`src/rtl/fpnew_opgroup_out_arbiter_pkg.sv`:
```
// Shared types and helpers for the operation-group output arbiter.
// Holds the IEEE status flag record, the index-width helper and the
// round-robin winner search used by the arbiter sub-module.
package fpnew_opgroup_out_arbiter_pkg;

    // IEEE 754 exception flags, NX in the least significant bit.
    typedef struct packed {
        logic NV;
        logic DZ;
        logic OF;
        logic UF;
        logic NX;
    } status_t;

    localparam int unsigned STATUS_W = 5;

    // Upper bound on the number of requesters handled by rr_next.
    localparam int unsigned MaxReq  = 32;
    localparam int unsigned MaxReqW = 5;

    // Width of an index into n elements, never narrower than one bit.
    function automatic int unsigned idx_width(input int unsigned n);
        return (n > 1) ? $clog2(n) : 1;
    endfunction

    // First requester at or after ptr, wrapping modulo n.
    // Returns 0 when nothing requests; callers qualify with |req.
    function automatic int unsigned rr_next(input int unsigned       ptr,
                                            input logic [MaxReq-1:0] req,
                                            input int unsigned       n);
        int unsigned winner;
        int unsigned idx;
        logic        found;
        winner = 0;
        found  = 1'b0;
        for (int unsigned k = 0; k < MaxReq; k++) begin
            if ((k < n) && !found) begin
                idx = (ptr + k) % n;
                if (req[idx[MaxReqW-1:0]]) begin
                    winner = idx;
                    found  = 1'b1;
                end
            end
        end
        return winner;
    endfunction

endpackage

```
`src/rtl/fpnew_opgroup_out_arbiter_if.sv`:
```
// Bundle of the per-slice handshakes and the registered output stage
// of the operation-group arbiter. The DUT uses the slave side, the
// slice/result-mux environment uses the master side.
interface fpnew_opgroup_out_arbiter_if
    import fpnew_opgroup_out_arbiter_pkg::*;
#(
    parameter int unsigned NumInputs = 5,
    parameter int unsigned Width     = 64,
    parameter type         TagType   = logic
) ();

    localparam int unsigned IdxWidth = idx_width(NumInputs);

    // Slice side
    logic    [NumInputs-1:0][Width-1:0] slice_result_i;
    status_t [NumInputs-1:0]            slice_status_i;
    logic    [NumInputs-1:0]            slice_ext_bit_i;
    TagType  [NumInputs-1:0]            slice_tag_i;
    logic    [NumInputs-1:0]            slice_valid_i;
    logic    [NumInputs-1:0]            slice_ready_o;

    // Output register side
    logic    [Width-1:0]                result_o;
    status_t                            status_o;
    logic                               extension_bit_o;
    TagType                             tag_o;
    logic    [IdxWidth-1:0]             src_idx_o;
    logic                               out_valid_o;
    logic                               out_ready_i;

    modport slave (
        input  slice_result_i,
        input  slice_status_i,
        input  slice_ext_bit_i,
        input  slice_tag_i,
        input  slice_valid_i,
        output slice_ready_o,
        output result_o,
        output status_o,
        output extension_bit_o,
        output tag_o,
        output src_idx_o,
        output out_valid_o,
        input  out_ready_i
    );

    modport master (
        output slice_result_i,
        output slice_status_i,
        output slice_ext_bit_i,
        output slice_tag_i,
        output slice_valid_i,
        input  slice_ready_o,
        input  result_o,
        input  status_o,
        input  extension_bit_o,
        input  tag_o,
        input  src_idx_o,
        input  out_valid_o,
        output out_ready_i
    );

endinterface

```
`src/rtl/fpnew_rr_arbiter.sv`:
```
// Round-robin arbiter with its own priority pointer.
// The pointer moves one past the winner whenever the caller reports that
// the grant was actually consumed, and returns to 0 on flush.
module fpnew_rr_arbiter
    import fpnew_opgroup_out_arbiter_pkg::*;
#(
    parameter  int unsigned NumReq   = 5,
    localparam int unsigned IdxWidth = idx_width(NumReq)
) (
    input  logic                clk_i,
    input  logic                rst_ni,
    input  logic [NumReq-1:0]   req_i,
    input  logic                advance_i,
    input  logic                flush_i,
    output logic [NumReq-1:0]   grant_o,
    output logic [IdxWidth-1:0] grant_idx_o,
    output logic                grant_valid_o
);

    logic [IdxWidth-1:0] ptr_q, ptr_d;
    int unsigned         winner;

    // Search for the first requester starting at the pointer.
    always_comb begin
        winner        = rr_next(32'(ptr_q), MaxReq'(req_i), NumReq);
        grant_valid_o = |req_i;
        grant_idx_o   = IdxWidth'(winner);
        grant_o       = '0;
        for (int unsigned i = 0; i < NumReq; i++) begin
            grant_o[i] = grant_valid_o && (winner == i);
        end
    end

    // Next pointer: flush wins, otherwise step past a consumed winner.
    // With a single requester winner+1 always equals NumReq, so ptr stays 0.
    always_comb begin
        ptr_d = ptr_q;
        if (flush_i) begin
            ptr_d = '0;
        end else if (advance_i) begin
            if ((winner + 1) == NumReq) begin
                ptr_d = '0;
            end else begin
                ptr_d = IdxWidth'(winner + 1);
            end
        end
    end

    // Pointer register.
    always_ff @(posedge clk_i or negedge rst_ni) begin
        if (!rst_ni) begin
            ptr_q <= '0;
        end else begin
            ptr_q <= ptr_d;
        end
    end

endmodule

```
`src/rtl/fpnew_opgroup_out_arbiter.sv`:
```
// Output arbiter of one FPU operation group.
// Picks one of the per-format slice results round-robin and holds it in a
// single-entry register toward the FPU result mux. A slot can be refilled
// in the same cycle it drains, giving one result per cycle at 1-cycle latency.
module fpnew_opgroup_out_arbiter
    import fpnew_opgroup_out_arbiter_pkg::*;
#(
    parameter  int unsigned NumInputs = 5,
    parameter  int unsigned Width     = 64,
    parameter  type         TagType   = logic,
    localparam int unsigned IdxWidth  = idx_width(NumInputs)
) (
    input  logic                         clk_i,
    input  logic                         rst_ni,
    input  logic                         flush_i,
    output logic                         busy_o,
    fpnew_opgroup_out_arbiter_if.slave   bus
);

    logic [NumInputs-1:0] grant;
    logic [IdxWidth-1:0]  grant_idx;
    logic                 grant_valid;
    logic                 accept;
    logic                 fire;

    logic [Width-1:0]     sel_result;
    status_t              sel_status;
    logic                 sel_ext;
    TagType               sel_tag;

    logic                 out_valid_q, out_valid_d;
    logic [Width-1:0]     result_q,    result_d;
    status_t              status_q,    status_d;
    logic                 ext_bit_q,   ext_bit_d;
    TagType               tag_q,       tag_d;
    logic [IdxWidth-1:0]  src_idx_q,   src_idx_d;

    // Register slot is free when empty or being drained this cycle.
    assign accept = ~out_valid_q | bus.out_ready_i;
    // A slice handshake happens only for the granted slice, never during flush.
    assign fire   = grant_valid & accept & ~flush_i;

    fpnew_rr_arbiter #(
        .NumReq (NumInputs)
    ) i_rr_arbiter (
        .clk_i         (clk_i),
        .rst_ni        (rst_ni),
        .req_i         (bus.slice_valid_i),
        .advance_i     (fire),
        .flush_i       (flush_i),
        .grant_o       (grant),
        .grant_idx_o   (grant_idx),
        .grant_valid_o (grant_valid)
    );

    assign bus.slice_ready_o = grant & {NumInputs{accept & ~flush_i}};

    // One-hot AND-OR mux of the granted slice's payload.
    always_comb begin
        sel_result = '0;
        sel_status = '0;
        sel_ext    = 1'b0;
        sel_tag    = '0;
        for (int unsigned i = 0; i < NumInputs; i++) begin
            if (grant[i]) begin
                sel_result = bus.slice_result_i[i];
                sel_status = bus.slice_status_i[i];
                sel_ext    = bus.slice_ext_bit_i[i];
                sel_tag    = bus.slice_tag_i[i];
            end
        end
    end

    // Output slot update: flush empties it, a handshake loads it,
    // a drain with nothing to refill clears valid but keeps the data.
    always_comb begin
        out_valid_d = out_valid_q;
        result_d    = result_q;
        status_d    = status_q;
        ext_bit_d   = ext_bit_q;
        tag_d       = tag_q;
        src_idx_d   = src_idx_q;
        if (flush_i) begin
            out_valid_d = 1'b0;
        end else if (fire) begin
            out_valid_d = 1'b1;
            result_d    = sel_result;
            status_d    = sel_status;
            ext_bit_d   = sel_ext;
            tag_d       = sel_tag;
            src_idx_d   = grant_idx;
        end else if (bus.out_ready_i) begin
            out_valid_d = 1'b0;
        end
    end

    // Output slot registers.
    always_ff @(posedge clk_i or negedge rst_ni) begin
        if (!rst_ni) begin
            out_valid_q <= 1'b0;
            result_q    <= '0;
            status_q    <= '0;
            ext_bit_q   <= 1'b0;
            tag_q       <= '0;
            src_idx_q   <= '0;
        end else begin
            out_valid_q <= out_valid_d;
            result_q    <= result_d;
            status_q    <= status_d;
            ext_bit_q   <= ext_bit_d;
            tag_q       <= tag_d;
            src_idx_q   <= src_idx_d;
        end
    end

    assign bus.out_valid_o     = out_valid_q;
    assign bus.result_o        = result_q;
    assign bus.status_o        = status_q;
    assign bus.extension_bit_o = ext_bit_q;
    assign bus.tag_o           = tag_q;
    assign bus.src_idx_o       = src_idx_q;

    assign busy_o = out_valid_q | (|bus.slice_valid_i);

endmodule

```
`src/flat_wrapper.sv`:
```
// flat-port wrapper written by rule: the top's interface ports become plain ports
module fpnew_opgroup_out_arbiter_flat import fpnew_opgroup_out_arbiter_pkg::*;
#(
    parameter  int unsigned NumInputs = 5,
    parameter  int unsigned Width     = 64,
    parameter  type         TagType   = logic,
    localparam int unsigned IdxWidth  = idx_width(NumInputs)
)
  (clk_i, rst_ni, flush_i, busy_o, bus_slice_result_i, bus_slice_status_i, bus_slice_ext_bit_i, bus_slice_tag_i, bus_slice_valid_i, bus_slice_ready_o, bus_result_o, bus_status_o, bus_extension_bit_o, bus_tag_o, bus_src_idx_o, bus_out_valid_o, bus_out_ready_i);
  fpnew_opgroup_out_arbiter_if #(.NumInputs(NumInputs), .Width(Width), .TagType(TagType)) bus_i ();
  input  logic clk_i;
  input  logic rst_ni;
  input  logic flush_i;
  output logic busy_o;
  input wire logic [$bits(bus_i.slice_result_i)-1:0] bus_slice_result_i;
  input wire logic [$bits(bus_i.slice_status_i)-1:0] bus_slice_status_i;
  input wire logic [$bits(bus_i.slice_ext_bit_i)-1:0] bus_slice_ext_bit_i;
  input wire logic [$bits(bus_i.slice_tag_i)-1:0] bus_slice_tag_i;
  input wire logic [$bits(bus_i.slice_valid_i)-1:0] bus_slice_valid_i;
  output wire logic [$bits(bus_i.slice_ready_o)-1:0] bus_slice_ready_o;
  output wire logic [$bits(bus_i.result_o)-1:0] bus_result_o;
  output wire logic [$bits(bus_i.status_o)-1:0] bus_status_o;
  output wire logic [$bits(bus_i.extension_bit_o)-1:0] bus_extension_bit_o;
  output wire logic [$bits(bus_i.tag_o)-1:0] bus_tag_o;
  output wire logic [$bits(bus_i.src_idx_o)-1:0] bus_src_idx_o;
  output wire logic [$bits(bus_i.out_valid_o)-1:0] bus_out_valid_o;
  input wire logic [$bits(bus_i.out_ready_i)-1:0] bus_out_ready_i;
  assign bus_i.slice_result_i = bus_slice_result_i;
  assign bus_i.slice_status_i = bus_slice_status_i;
  assign bus_i.slice_ext_bit_i = bus_slice_ext_bit_i;
  assign bus_i.slice_tag_i = bus_slice_tag_i;
  assign bus_i.slice_valid_i = bus_slice_valid_i;
  assign bus_slice_ready_o = bus_i.slice_ready_o;
  assign bus_result_o = bus_i.result_o;
  assign bus_status_o = bus_i.status_o;
  assign bus_extension_bit_o = bus_i.extension_bit_o;
  assign bus_tag_o = bus_i.tag_o;
  assign bus_src_idx_o = bus_i.src_idx_o;
  assign bus_out_valid_o = bus_i.out_valid_o;
  assign bus_i.out_ready_i = bus_out_ready_i;
  fpnew_opgroup_out_arbiter #(.NumInputs(NumInputs), .Width(Width), .TagType(TagType)) u_core (.clk_i(clk_i), .rst_ni(rst_ni), .flush_i(flush_i), .busy_o(busy_o), .bus(bus_i));
endmodule
```
`config.mk`:
```
export PLATFORM = sky130hd
export DESIGN_NAME = fpnew_opgroup_out_arbiter_flat
export DESIGN_NICKNAME = d
export VERILOG_FILES = /design/src/rtl/fpnew_opgroup_out_arbiter_pkg.sv /design/src/rtl/fpnew_opgroup_out_arbiter_if.sv /design/src/rtl/fpnew_rr_arbiter.sv /design/src/rtl/fpnew_opgroup_out_arbiter.sv /design/src/flat_wrapper.sv
export SDC_FILE = /design/constraint.sdc
export NUM_CORES = 1
export LEC_CHECK = 0
export BUFFER_PORTS_ARGS = -buffer_cell sky130_fd_sc_hd__buf_2
export CORE_MARGIN = 4
export CORE_UTILIZATION = 35
export DETAILED_ROUTE_END_ITERATION = 8
export GPL_TIMING_DRIVEN = 0
export HOLD_SLACK_MARGIN = 0.15
export SYNTH_ARGS = -nofsm -noshare
export SYNTH_HDL_FRONTEND = slang
export SYNTH_SLANG_ARGS = --single-unit
```
`constraint.sdc`:
```
create_clock -name clk_i -period 10.2 [get_ports clk_i]
set_input_delay 0.51 -clock clk_i [delete_from_list [all_inputs] [get_ports clk_i]]
set_output_delay 0.51 -clock clk_i [all_outputs]
set_load 0.05 [all_outputs]
```
After elaboration in Yosys (flattened, before gate mapping)
Index checks and enable logic that the tools add are counted.

Register bits after elaboration: 78. Output and inout port bits: 81. Logic and storage cells: 101.

Add/subtract/negate cells: 5. Div/mod/pow operators: 5. Magnitude comparators: 5. Equal/unequal tests: 5. Multiplexer cells: 52. Bitwise gates (word level): 8. Reduce and logical (&&, ||, !) cells: 10.

Operators with widths (count): 2-to-1 mux 64 bit (5); 2-to-1 mux 32 bit (9); remainder unit 32 x 3 -> 32 bit (second input constant) (4); == test 32 x 2 -> 1 bit (second input constant) (2); == test 32 x 3 -> 1 bit (second input constant) (2); adder 32 x 1 -> 32 bit (second input constant) (1); == test 32 x 1 -> 1 bit (second input constant) (1); logical NOT 32 bit (1); remainder unit 3 x 3 -> 32 bit (second input constant) (1); < comparator 5 x 6 -> 1 bit (second input constant) (5); binary-select mux 1 bit (select 5 bit) (5); 2-to-1 mux 1 bit (25); 2-to-1 mux 5 bit (5); 2-to-1 mux 3 bit (3); adder 3 x 2 -> 4 bit (second input constant) (2); bitwise AND 5 bit (1); logical AND 1 bit (5); OR reduction 5 bit (1); adder 3 x 1 -> 4 bit (second input constant) (1); adder 3 x 3 -> 4 bit (second input constant) (1); bitwise AND 1 bit (3); nonzero test 3 bit (1); NOT 1 bit (2); bitwise OR 1 bit (2); other kinds (2) (2).

Depth between registers and ports, before layout
Gate-level depths: netlist (run 1).

Depth in word-level cells: 19. Mapped depth: 32. Mapped depth without buffers: 25.

By module
Synthesis (run 1) repeated with hierarchy kept, for this count alone.

Cell total of the unflattened synthesis: 1026. Area total of the unflattened synthesis: 9037.4 um^2.

By module, submodules not included: fpnew_opgroup_out_arbiter (instances 1, cells an instance 662, area each 6368.6 um^2); fpnew_rr_arbiter (instances 1, cells an instance 364, area each 2668.8 um^2).

Worst setup path after synthesis (run 1)
Ideal clock, no wire load.

Path kind: register -> output. From: reg u_core.i_rr_arbiter.ptr_q[0]. To: out bus_slice_ready_o[2]. Data arrival time: 6.589 ns. Path slack: 3.101 ns. Cell stages (with the launch flop): 31. Path buffers: 7. Path through: dfrtp_1 -> buf_2 -> inv_2 -> buf_2 -> ha_1 -> clkbuf_1 -> inv_1 -> ha_1 -> buf_2 -> inv_1 -> ha_1 -> nor3_2 -> nor2_1 -> xnor2_1 -> ha_1 -> nor2b_1 -> a221oi_1 -> o211a_1 -> a21boi_1 -> or3_1 -> o221a_2 -> nor2_1 -> nor2_1 -> o31ai_1 -> o21ai_0 -> inv_1 -> ha_1 -> clkbuf_1 -> clkbuf_1 -> clkbuf_1 -> and3_1.

Word-level cells in the longest chain between the ends: 15. Elaborated cells between the ends (all ways): 38.

RTL lines: start: declaration (RTL line fpnew_rr_arbiter.sv:20) `logic [IdxWidth-1:0] ptr_q, ptr_d;`; start signal: assignment (RTL line fpnew_rr_arbiter.sv:54) `ptr_q <= ptr_d;`; adder 3 x 1 -> 4 bit or remainder unit 3 x 3 -> 32 bit (tied branches) (RTL line fpnew_opgroup_out_arbiter_pkg.sv:38) `idx = (ptr + k) % n;`; remainder unit 32 x 3 -> 32 bit or binary-select mux 1 bit (select 5 bit) (tied branches) (RTL line fpnew_opgroup_out_arbiter_pkg.sv:38, fpnew_opgroup_out_arbiter_pkg.sv:39); binary-select mux 1 bit (select 5 bit) or 2-to-1 mux 1 bit (tied branches) (RTL line fpnew_opgroup_out_arbiter_pkg.sv:39) `if (req[idx[MaxReqW-1:0]]) begin`; 2-to-1 mux 1 bit (implied by the code) or 2-to-1 mux 32 bit (tied branches) (RTL line fpnew_opgroup_out_arbiter_pkg.sv:39); 2-to-1 mux 32 bit (RTL line fpnew_opgroup_out_arbiter_pkg.sv:39); 2-to-1 mux 32 bit (RTL line fpnew_opgroup_out_arbiter_pkg.sv:37) `if ((k < n) && !found) begin`; 2-to-1 mux 32 bit (RTL line fpnew_opgroup_out_arbiter_pkg.sv:39); 2-to-1 mux 32 bit (RTL line fpnew_opgroup_out_arbiter_pkg.sv:37); 2-to-1 mux 32 bit (RTL line fpnew_opgroup_out_arbiter_pkg.sv:39); 2-to-1 mux 32 bit (RTL line fpnew_opgroup_out_arbiter_pkg.sv:37); 2-to-1 mux 32 bit (RTL line fpnew_opgroup_out_arbiter_pkg.sv:39); 2-to-1 mux 32 bit (*) (RTL line fpnew_opgroup_out_arbiter_pkg.sv:37); named net u_core.grant_idx[1] (RTL line fpnew_opgroup_out_arbiter.sv:21) `logic [IdxWidth-1:0] grant_idx;`; == test 32 x 2 -> 1 bit (*) (RTL line fpnew_rr_arbiter.sv:30) `grant_o[i] = grant_valid_o && (winner == i);`; logical AND 1 bit (*) (RTL line fpnew_rr_arbiter.sv:30); bitwise AND 5 bit (*) (RTL line fpnew_opgroup_out_arbiter.sv:56) `assign bus.slice_ready_o = grant & {NumInputs{accept & ~flush_i}};`; end: declaration (RTL line flat_wrapper.sv:20) `output wire logic [$bits(bus_i.slice_ready_o)-1:0] bus_slice_ready_o;`.

Mark *: on every way through the listed nets, which the timed path passes. The rest lies on a longest branch. The select of a mux whose other input is x is not followed.

Worst setup path after layout (run 1)
Ends and elaborated chain as after synthesis.

==> results.md, run 1 <==
- Worst setup path start: u_core.i_rr_arbiter.ptr_q[0]
- Mapped Nets: 1664
- Post-Route WL: 48700 um
- Num rows: 59
- Final period utilization: 0.935
- Die W: 171 um
- Post-route DRC: 0
- Top-Level Pins: 445
- Share of cells above drive strength 1: 0.311
- Area Growth Syn to Fin: 33.2%
- Cells after Synth: 1269
- Floorplan die height: 171 um
- Worst reg-to-reg setup slack: 1.38 ns
- Post-CTS Setup Bufs: 0
- Mapped Area: 9290 um2
- Vias after detailed routing: 12400
- RR Endpoint: u_core.bus.result_o[17]
- CTS max path bufs: 2
- Vias in the first global route: 11900
- RSZ-0062 raised after global routing: no
- Warning count from the yosys run: 0
- Ys async rst share: 1.00
- CP peak stage delay: 0.54 ns
- DR vias/cell: 5.95
- Fin Setup TNS: 0 ns
- Max Slew Vio Count: 0
- Global route overflow: 0
- Max_cap viols: 0
- CTS root buffer: clkbuf_16
- R2R depth: 28
- Hold Startpoint: flush_i
- Hold path endpoint: u_core.bus.out_valid_o
- Setup CP Type: reg -> out
- Initial Utilization: 0.357
- Slowest CP cell: dfrtp_1
- Fin. Hold Viols: 0
- Top FF cell, synth: dfrtp_1
- Slew Limit Headroom: 0.418
- Final net count: 2121
- Largest net degree at the start of global routing: 54
- Most frequent CP cell: ha_1
- Clock net sink count: 78
- Final Wtd Congestion: 0.922
- CP Max Fanout: 13
- Setup ws final: 0.663 ns
- Routed wire per std cell: 23.4 um
- Num CTS Buffers: 9
- Dpl ws: 0.760 ns
- 1st-pass router iterations: 8
- CTS tree: built
- Total GRT Usage: 0.315
- Run status: finished clean
- Die Area: 29200 um2
- Sequential share of the synthesized area: 0.210
- Clock Latency Late Sink: 0.36 ns
- Kind of start point of the critical path: flip-flop
- Yosys top cell by area: dfrtp_1
- Initial antenna violation count: 15
- CP required: 9.69 ns
- Avg Inst Size Synth: 7.32 um2
- Synth top area share: 0.210
- Unique masters post-synth: 88
- Core area: 26100 um2
- ANT nets after route: 0
- Number of flops mapped to enable cells by yosys: 0
- CTS H-tree lvls: 3
- Final setup skew: 0.00803 ns
- Yosys reg bits: 78
- Starting DRT DRC Count: 1073
- Crit path arrival time: 9.03 ns
- Clk slew on worst S/H paths: 0.07 ns
- Fin crit period: 9.54 ns
- Setup violators final: 0
- F_max: 105 MHz
- Reg-to-reg startpoint: u_core.i_rr_arbiter.ptr_q[0]
- Hold Path Class: in -> reg
- Port bufs: 444
- Critical path capture point type: output pin
- Hold Path Stages: 2
- Global-route wire length before repair: 71200 um
- Top post-synthesis cells by area: dfrtp_1 21%, and3_1 10%, o221ai_1 6.9%
- Detailed placer's ending HPWL: 38700 um
- Worst-margin pin slew: 0.864 ns
[sequential cells by signal (all words and copies together) (netlist names)]
| register | cells |
|---|---|
| u_core.bus.extension_bit_o | 1 |
| u_core.bus.out_valid_o | 1 |
| u_core.bus.result_o | 64 |
| u_core.bus.src_idx_o | 3 |
| u_core.bus.status_o | 5 |
| u_core.bus.tag_o | 1 |
| u_core.i_rr_arbiter.ptr_q | 3 |
[critical path, delay by kind of cell, from the launching register on]
| family | cells | cell delay [ns] |
|---|---|---|
| buffers and inverters | 12 | 3.24 |
| AOI/OAI and AO/OA | 6 | 1.70 |
| and+or+nand+nor | 7 | 1.54 |
| adders and majority gates | 5 | 1.32 |
| DFF | 1 | 0.54 |
| xor gates and xnor gates | 1 | 0.30 |
[layer usage]
metal	wire (um)	vias up	global-route usage
li1	-	5714	-
met1	19900	5965	0.408
met2	24000	627	0.539
met3	3600	67	0.0557
met4	1140	6	0.0906
met5	34	-	0
[area by class of cell]
| cell class | count | area [um2] |
|---|---|---|
| well taps | 335 | 419 |
| diodes | 14 | 35.0 |
| fillers | 2745 | 13700 |
| inverters | 93 | 349 |
| repair buffers | 447 | 2270 |
| clock buffers | 10 | 239 |
| clock inverters | 6 | 118 |
| flip-flops and latches | 78 | 1950 |
| multi-input cells | 960 | 6380 |
| plain buffers | 137 | 617 |
[cells in the final DEF (no fill, tap or decap), types with 3 or more instances in the layout]
master,n
nand2_1,106
inv_1,89
o21ai_0,77
a211oi_1,5
nand4b_1,3
o31ai_1,3
buf_4,3
a22oi_1,3
o21ai_1,16
or3_1,4
a21oi_1,96
or2_2,3
buf_2,472
xor2_1,3
nor2b_1,8
nand3_1,5
diode_2,14
ha_1,30
a311oi_1,3
o221ai_1,73
mux4_2,3
xnor2_1,7
buf_6,8
o21bai_1,4
clkbuf_16,9
a21o_1,73
a31oi_1,78
o211ai_1,8
nor3_1,10
nor2_1,26
o21a_1,3
bufinv_16,3
clkbuf_1,96
mux2i_1,16
inv_2,3
nand2b_1,10
nand4_1,73
and3_1,150
dfrtp_1,78
[worst max-delay path by stage]
stage | endpoint | slack [ns] | depth (start not counted)
2_1_floorplan | bus_slice_ready_o[2] | 3.10 | 30
3_3_place_gp | bus_slice_ready_o[3] | 0.73 | 31
3_5_place_dp | bus_slice_ready_o[3] | 0.76 | 31
4_1_cts | bus_slice_ready_o[3] | 0.37 | 31
5_1_grt | bus_slice_ready_o[2] | 0.02 | 31
6_report | bus_slice_ready_o[2] | 0.66 | 31
[through the flow]
step | utilization | area, um2 | cells | hold slack (ns)
detailed placement | 0.459 | 12000 | 2050 | 0.468
global route | 0.474 | 12400 | 2075 | 0.324
CTS | 0.474 | 12300 | 2067 | 0.326
global placement | 0.458 | 11900 | 2048 | 0.457
floorplan | - | 9290 | 1269 | 0.214
finish | 0.475 | 12400 | 2080 | 0.333
[cells by family (layout without fill, tap and decap cells)]
family | Yosys count | after routing | share of synthesized area
AND/OR/NAND/NOR | 420 | 420 | 0.252
other | 0 | 14 | 0
XOR/XNOR | 11 | 11 | 0.0112
multiplexers | 21 | 21 | 0.0273
flip-flops | 78 | 78 | 0.210
adder cells (fa/ha/maj) | 31 | 31 | 0.0417
buffers and inverters | 231 | 693 | 0.104
AO/OA/AOI/OAI | 477 | 477 | 0.354
[cell usage after synthesis (3+ instances only)]
master,instances
or2_2,3
buf_2,29
a21o_1,73
nand4b_1,3
o31ai_1,3
clkbuf_1,99
dfrtp_1,78
buf_6,8
a31oi_1,78
a21oi_1,96
mux2i_1,16
o21ai_0,77
o211ai_1,8
nand2_1,106
o21ai_1,16
ha_1,31
nor2_1,26
mux4_2,3
nand3_1,5
and3_1,150
o221ai_1,73
nand2b_1,10
inv_1,89
xor2_1,3
inv_2,3
nor2b_1,8
a211oi_1,5
o21a_1,3
o21bai_1,4
nor3_1,10
a311oi_1,3
nand4_1,73
or3_1,4
a22oi_1,3
xnor2_1,7
[what timing repair did]
action	4_1_cts	5_1_grt
resized for setup	0	5
endpoints found under the hold margin	25	0
setup endpoints to repair	0	2
hold buffers	1	0
Power of run 1 is not shown: default switching activity piles up to over one toggle a cycle in this logic, so the estimate is an artifact.
==> inputs of run 2 (changes only) <==
- ABC_AREA: not set -> 1
==> run 2 against run 1 <==
Effect of this change:
- synthesized cell count up 34%
- routed wire length shrank 5.1%
- design area up 1.6%
- count of clock-buffer cells in the layout stayed put
- first-iteration DRC count grew 2.2%
- register-to-register slack gained 1.8 ns
- worst hold slack got worse by 0.17 ns
- global-route usage down 2.6 points
- worst setup slack better by 1.8 ns
- area after synthesis is 3.4% higher
- highest routed layer unchanged
==> results.md, run 2 <==
- Largest net degree at the start of global routing: 41 (was 54)
- Count leader, synth: nand2_1 (was and3_1)
- Warning count from the yosys run: 0 (unchanged)
- Worst setup path start: u_core.i_rr_arbiter.ptr_q[1] (was u_core.i_rr_arbiter.ptr_q[0])
- Yosys reg bits: 78 (unchanged)
- Crit path capture: bus_slice_ready_o[1] (was bus_slice_ready_o[2])
- Run status: finished clean (unchanged)
- Vias after detailed routing: 12700 (was 12400)
- Core area: 27000 um2 (was 26100 um2)
- Max reg flops: 64 (unchanged)
- 1st-pass router iterations: 8 (unchanged)
- Top-Level Pins: 445 (unchanged)
- Top post-synthesis cells by area: dfrtp_1 20%, nand2_1 19%, inv_1 11% (was dfrtp_1 21%, and3_1 10%, o221ai_1 6.9%)
- Max Slew Vio Count: 0 (unchanged)
- Setup CP Type: reg -> out (unchanged)
- Hold Path Class: in -> async (was in -> reg)
- Worst-margin pin slew: 0.915 ns (was 0.864 ns)
- Final setup skew: 0.0144 ns (was 0.00803 ns)
- Reg-to-reg startpoint: u_core.i_rr_arbiter.ptr_q[1] (was u_core.i_rr_arbiter.ptr_q[0])
- CP peak stage delay: 0.68 ns (was 0.54 ns)
- Post-route DRC: 0 (unchanged)
- Reg area: 1950 um2 (unchanged)
- Die W: 174 um (was 171 um)
- Worst reg-to-reg setup slack: 3.15 ns (was 1.38 ns)
- Num CTS Buffers: 9 (unchanged)
- Yosys top cell by area: dfrtp_1 (unchanged)
- Clock net sink count: 78 (unchanged)
- Die Area: 30200 um2 (was 29200 um2)
- Unique masters post-synth: 45 (was 88)
- Port bufs: 444 (unchanged)
- Fin. Hold Viols: 0 (unchanged)
- Sequential share of the synthesized area: 0.203 (was 0.210)
- CTS max path bufs: 2 (unchanged)
- CP required: 9.69 ns (about the same)
- Fin crit period: 7.71 ns (was 9.54 ns)
- Final net count: 2554 (was 2121)
- Post-CTS Setup Bufs: 0 (unchanged)
- Initial antenna violation count: 14 (was 15)
- Synth top area share: 0.203 (was 0.210)
- Floorplan die height: 174 um (was 171 um)
- Mapped Area: 9610 um2 (was 9290 um2)
- Crit path arrival time: 7.20 ns (was 9.03 ns)
- Initial Utilization: 0.356 (was 0.357)
- Most frequent CP cell: inv_1 (was ha_1)
- Setup violators final: 0 (unchanged)
- DR vias/cell: 5.06 (was 5.95)
- Critical path capture point type: output pin (unchanged)
- Kind of start point of the critical path: flip-flop (unchanged)
- ANT nets after route: 0 (unchanged)
- Global route overflow: 0 (unchanged)
- CTS root buffer: clkbuf_16 (unchanged)
- Detailed placer's ending HPWL: 37600 um (was 38700 um)
- Final period utilization: 0.756 (was 0.935)
- Starting DRT DRC Count: 1097 (was 1073)
- Routed wire per std cell: 18.4 um (was 23.4 um)
- Max_cap viols: 0 (unchanged)
- RR Endpoint: u_core.bus.result_o[8] (was u_core.bus.result_o[17])
- RSZ-0062 raised after global routing: no (unchanged)
- Post-Route WL: 46200 um (was 48700 um)
- Clock Latency Late Sink: 0.35 ns (was 0.36 ns)
- Vias in the first global route: 11800 (was 11900)
- Fillers: 2982 (was 2745)
- Fin Setup TNS: 0 ns (unchanged)
- CTS H-tree lvls: 3 (unchanged)
- CP Max Fanout: 10 (was 13)
- Cells after Synth: 1703 (was 1269)
- Multi-input gate area: 5960 um2 (was 6380 um2)
- Commonest non-fill, non-tap cell in the layout: nand2_1 (was buf_2)
- Number of flops mapped to enable cells by yosys: 0 (unchanged)
- F_max: 130 MHz (was 105 MHz)
- Mapped Nets: 2098 (was 1664)
- Ys async rst share: 1.00 (unchanged)
- Hold-fix buffers, CTS: 0 (was 1)
- Global-route wire length before repair: 69200 um (was 71200 um)
- Slew Limit Headroom: 0.390 (was 0.418)
- Most frequent cells in the layout: 490 x nand2_1, 466 x buf_2, 280 x inv_1, 190 x nand3_1, 172 x nor2_1 (was 472 x buf_2, 150 x and3_1, 106 x nand2_1, 96 x clkbuf_1, 96 x a21oi_1)
- Synth top cells by count: 490 x nand2_1, 280 x inv_1, 190 x nand3_1, 172 x nor2_1, 101 x o21ai_0 (was 150 x and3_1, 106 x nand2_1, 99 x clkbuf_1, 96 x a21oi_1, 89 x inv_1)
- Final Wtd Congestion: 0.951 (was 0.922)
- Clk slew on worst S/H paths: 0.06 ns (was 0.07 ns)
- Area Growth Syn to Fin: 30.9% (was 33.2%)
- CTS tree: built (unchanged)
- Share of cells above drive strength 1: 0.266 (was 0.311)
- R2R depth: 39 (was 28)
- Slowest CP cell: buf_1 (was dfrtp_1)
- Avg Inst Size Synth: 5.64 um2 (was 7.32 um2)
- Num rows: 60 (was 59)
- Total GRT Usage: 0.289 (was 0.315)
- Top FF cell, synth: dfrtp_1 (unchanged)
- Resized Gates After CTS: 0 (unchanged)
run 2: how the worst min path moves through the flow:
stage | startpoint | end | slack (ns) | cells past startpoint
2_1_floorplan | rst_ni | u_core.bus.extension_bit_o | 0.21 | 0
3_3_place_gp | u_core.bus.result_o[22] | u_core.bus.result_o[22] | 0.46 | 2
3_5_place_dp | u_core.bus.result_o[43] | u_core.bus.result_o[43] | 0.46 | 2
4_1_cts | rst_ni | u_core.bus.result_o[39] | 0.19 | 1
5_1_grt | rst_ni | u_core.bus.out_valid_o | 0.20 | 1
6_report | rst_ni | u_core.bus.out_valid_o | 0.16 | 1
run 2: cell families (layout without fill, tap and decap cells):
kind of cell               after synthesis  after routing  synth area share
AOI/OAI and AO/OA                      203            203             0.112
DFF                                     78             78             0.203
adders and majority gates               31             31            0.0404
buffers and inverters                  397            857             0.176
xor gates and xnor gates                 7              7           0.00638
and+or+nand+nor                        987            987             0.462
other                                    0              9                 0
run 2: layout make-up:
type                            count  share of cell area
Inverter                          297              0.0888
Sequential cell                    78               0.155
Antenna cell                        9             0.00179
Multi-Input combinational cell   1228               0.474
Timing Repair Buffer              445               0.179
Tap cell                          341              0.0339
Buffer                            100              0.0459
Clock inverter                      5             0.00298
Clock buffer                       10              0.0182
run 2: worst max-delay path: cells and delay by family, from the launching register on:
family / cells / cell delay [ns]
fa+ha+maj: 5 / 1.17
buf+inv: 10 / 2.28
simple gates: 15 / 2.01
xor+xnor: 1 / 0.31
compound gates: 4 / 0.57
flops: 1 / 0.51
run 2: routing by layer:
layer	GRT usage	wire length (um)	vias up	share of wire
met4	0.0874	1350	10	0.029
met2	0.482	21700	546	0.47
met3	0.0517	3380	80	0.073
met1	0.384	19700	5795	0.43
met5	0	55	-	0.0012
li1	-	-	6283	-
run 2: stage by stage:
stage / hold slack (ns) / setup WS, ns / cell area, um2 / std cells / utilization
3_5_place_dp: 0.459 / 2.96 / 12300 / 2489 / 0.456
5_1_grt: 0.199 / 1.92 / 12600 / 2512 / 0.467
3_3_place_gp: 0.459 / 2.98 / 12300 / 2488 / 0.455
4_1_cts: 0.190 / 2.57 / 12600 / 2504 / 0.466
2_1_floorplan: 0.214 / 3.97 / 9610 / 1703 / -
6_report: 0.163 / 2.49 / 12600 / 2513 / 0.467
Power of run 2 is left out for the same reason.
==> inputs of run 3 (changes only) <==
- clock period: 10.2 -> 7.7 ns (I/O delays scaled with it)
==> run 3 against run 2 <==
Effect of this change:
- routed wire length increased by 0.25%
- count of clock-buffer cells in the layout unchanged
- die area unchanged
- clock skew shrank 0.00063 ns
- non-clock buffer count did not move
- global-route usage unchanged
- design area rose by 0.13%
- first-iteration DRC count fell by 5.5%
- register-to-register slack got worse by 2.0 ns
- worst setup slack got worse by 1.8 ns
- via count is 0.15% lower
- critical endpoint unchanged
==> results.md, run 3 (same netlist as run 2, synthesis figures left out) <==
- Clock Latency Late Sink: 0.35 ns (about the same)
- Num CTS Buffers: 9 (unchanged)
- Clock net sink count: 78 (unchanged)
- Vias in the first global route: 11800 (about the same)
- Fin. Hold Viols: 0 (unchanged)
- F_max: 142 MHz
- Setup CP Type: reg -> out (unchanged)
- Port bufs: 444 (unchanged)
- DR vias/cell: 5.05 (was 5.06)
- Slew Limit Headroom: 0.455 (was 0.390)
- Area Growth Syn to Fin: 31.1% (was 30.9%)
- Kind of start point of the critical path: flip-flop (unchanged)
- Run status: finished clean (unchanged)
- Max Slew Vio Count: 0 (unchanged)
- Slowest CP cell: dfrtp_1 (was buf_1)
- Clk slew on worst S/H paths: 0.06 ns (about the same)
- Commonest non-fill, non-tap cell in the layout: nand2_1 (unchanged)
- Total GRT Usage: 0.289 (unchanged)
- ANT nets after route: 0 (unchanged)
- Post-route DRC: 0 (unchanged)
- CP Max Fanout: 12 (was 10)
- Share of cells above drive strength 1: 0.268 (was 0.266)
- Detailed placer's ending HPWL: 37600 um (unchanged)
- Hold Path Class: in -> reg (was in -> async)
- Global route overflow: 0 (unchanged)
- Final period utilization: 0.917
- RSZ-0062 raised after global routing: no (unchanged)
- Fillers: 2982 (unchanged)
- Top-Level Pins: 445 (unchanged)
- Initial antenna violation count: 14 (unchanged)
- CTS max path bufs: 2 (unchanged)
- Final Wtd Congestion: 0.951 (unchanged)
- Most frequent CP cell: inv_1 (unchanged)
- Most frequent cells in the layout: 490 x nand2_1, 466 x buf_2, 279 x inv_1, 190 x nand3_1, 172 x nor2_1 (was 490 x nand2_1, 466 x buf_2, 280 x inv_1, 190 x nand3_1, 172 x nor2_1)
- Vias after detailed routing: 12700 (about the same)
- Final net count: 2554 (unchanged)
- CP peak stage delay: 0.54 ns (was 0.68 ns)
- CTS H-tree lvls: 3 (unchanged)
- Die W: 174 um (unchanged)
- Max reg flops: 64 (unchanged)
- Post-Route WL: 46300 um (was 46200 um)
- Global-route wire length before repair: 69200 um (about the same)
- CTS root buffer: clkbuf_16 (unchanged)
- Initial Utilization: 0.356 (unchanged)
- CTS tree: built (unchanged)
- Setup violators final: 0 (unchanged)
- Routed wire per std cell: 18.4 um (about the same)
- 1st-pass router iterations: 7 (was 8)
- Final setup skew: 0.0138 ns (was 0.0144 ns)
- Num rows: 60 (unchanged)
- Floorplan die height: 174 um (unchanged)
- Starting DRT DRC Count: 1037 (was 1097)
- Largest net degree at the start of global routing: 41 (unchanged)
- Crit path arrival time: 6.68 ns (was 7.20 ns)
- Critical path capture point type: output pin (unchanged)
- Core area: 27000 um2 (unchanged)
- Max_cap viols: 0 (unchanged)
- CP required: 7.32 ns (was 9.69 ns)
- Fin Setup TNS: 0 ns (unchanged)
- Worst-margin pin slew: 0.818 ns (was 0.915 ns)
- Fin crit period: 7.06 ns
- Die Area: 30200 um2 (unchanged)
run 3: changes by cell type in the layout (fill, tap and decap cells not counted), sizes merged:
cell         change
inv              -1
clkinvlp         +1
dlygate4sd3      +1
buf              -1
run 3: layout make-up:
cell class / instances / area, um2 / share of cell area
flip-flops and latches: 78 / 1950 / 0.155
multi-input cells: 1228 / 5960 / 0.474
inverters: 297 / 1120 / 0.0892
clock inverters: 5 / 37.5 / 0.00298
clock buffers: 10 / 229 / 0.0182
plain buffers: 99 / 573 / 0.0455
well taps: 341 / 427 / 0.0339
repair buffers: 446 / 2260 / 0.180
diodes: 9 / 22.5 / 0.00179
run 3: metal layers:
metal	part of all wire	wire (um)	GRT usage	vias to the layer above
met4	0.030	1410	0.0874	10
met5	0.0012	55	0	-
met3	0.069	3180	0.0517	89
met2	0.47	21800	0.482	506
met1	0.43	19900	0.384	5806
li1	-	-	-	6284
run 3: per-stage QoR:
stage | hold WS [ns] | std cells | setup WS [ns] | utilization | instance area, um2
floorplan | 0.0894 | 1703 | 1.60 | - | 9610
global placement | 0.459 | 2488 | 0.609 | 0.455 | 12300
detailed placement | 0.444 | 2489 | 0.582 | 0.456 | 12300
CTS | 0.214 | 2505 | 0.198 | 0.466 | 12600
global route | 0.236 | 2512 | 0.0599 | 0.467 | 12600
finish | 0.229 | 2513 | 0.638 | 0.467 | 12600
run 3: worst max-delay path: cells and delay by family (launching register included):
| family | cells | cell delay [ns] |
|---|---|---|
| and+or+nand+nor | 15 | 1.97 |
| buffers and inverters | 9 | 1.48 |
| AOI/OAI and AO/OA | 4 | 0.57 |
| xor gates and xnor gates | 1 | 0.32 |
| adders and majority gates | 5 | 1.43 |
| DFF | 1 | 0.54 |
run 3: repair_timing:
item / CTS / global route
buffers inserted: 0 / 0
endpoints found under the hold margin: 38 / 0
hold buffers: 1 / 0
setup endpoints to repair: 0 / 1
resized for setup: 0 / 5
run 3: path summary, 6_finish.rpt:
path	start	end	slack, ns	cells after the start
worst max-delay path	u_core.i_rr_arbiter.ptr_q[0]	bus_slice_ready_o[1]	0.64	34
max in group asynchronous	rst_ni	u_core.bus.result_o[8]	6.47	3
min in group asynchronous	rst_ni	u_core.bus.out_valid_o	0.59	2
worst max register to register	u_core.i_rr_arbiter.ptr_q[0]	u_core.bus.result_o[8]	1.16	38
worst min register to register	u_core.bus.result_o[8]	u_core.bus.result_o[8]	0.47	2
worst min-delay path	flush_i	u_core.bus.out_valid_o	0.23	2
Power of run 3 is left out for the same reason.
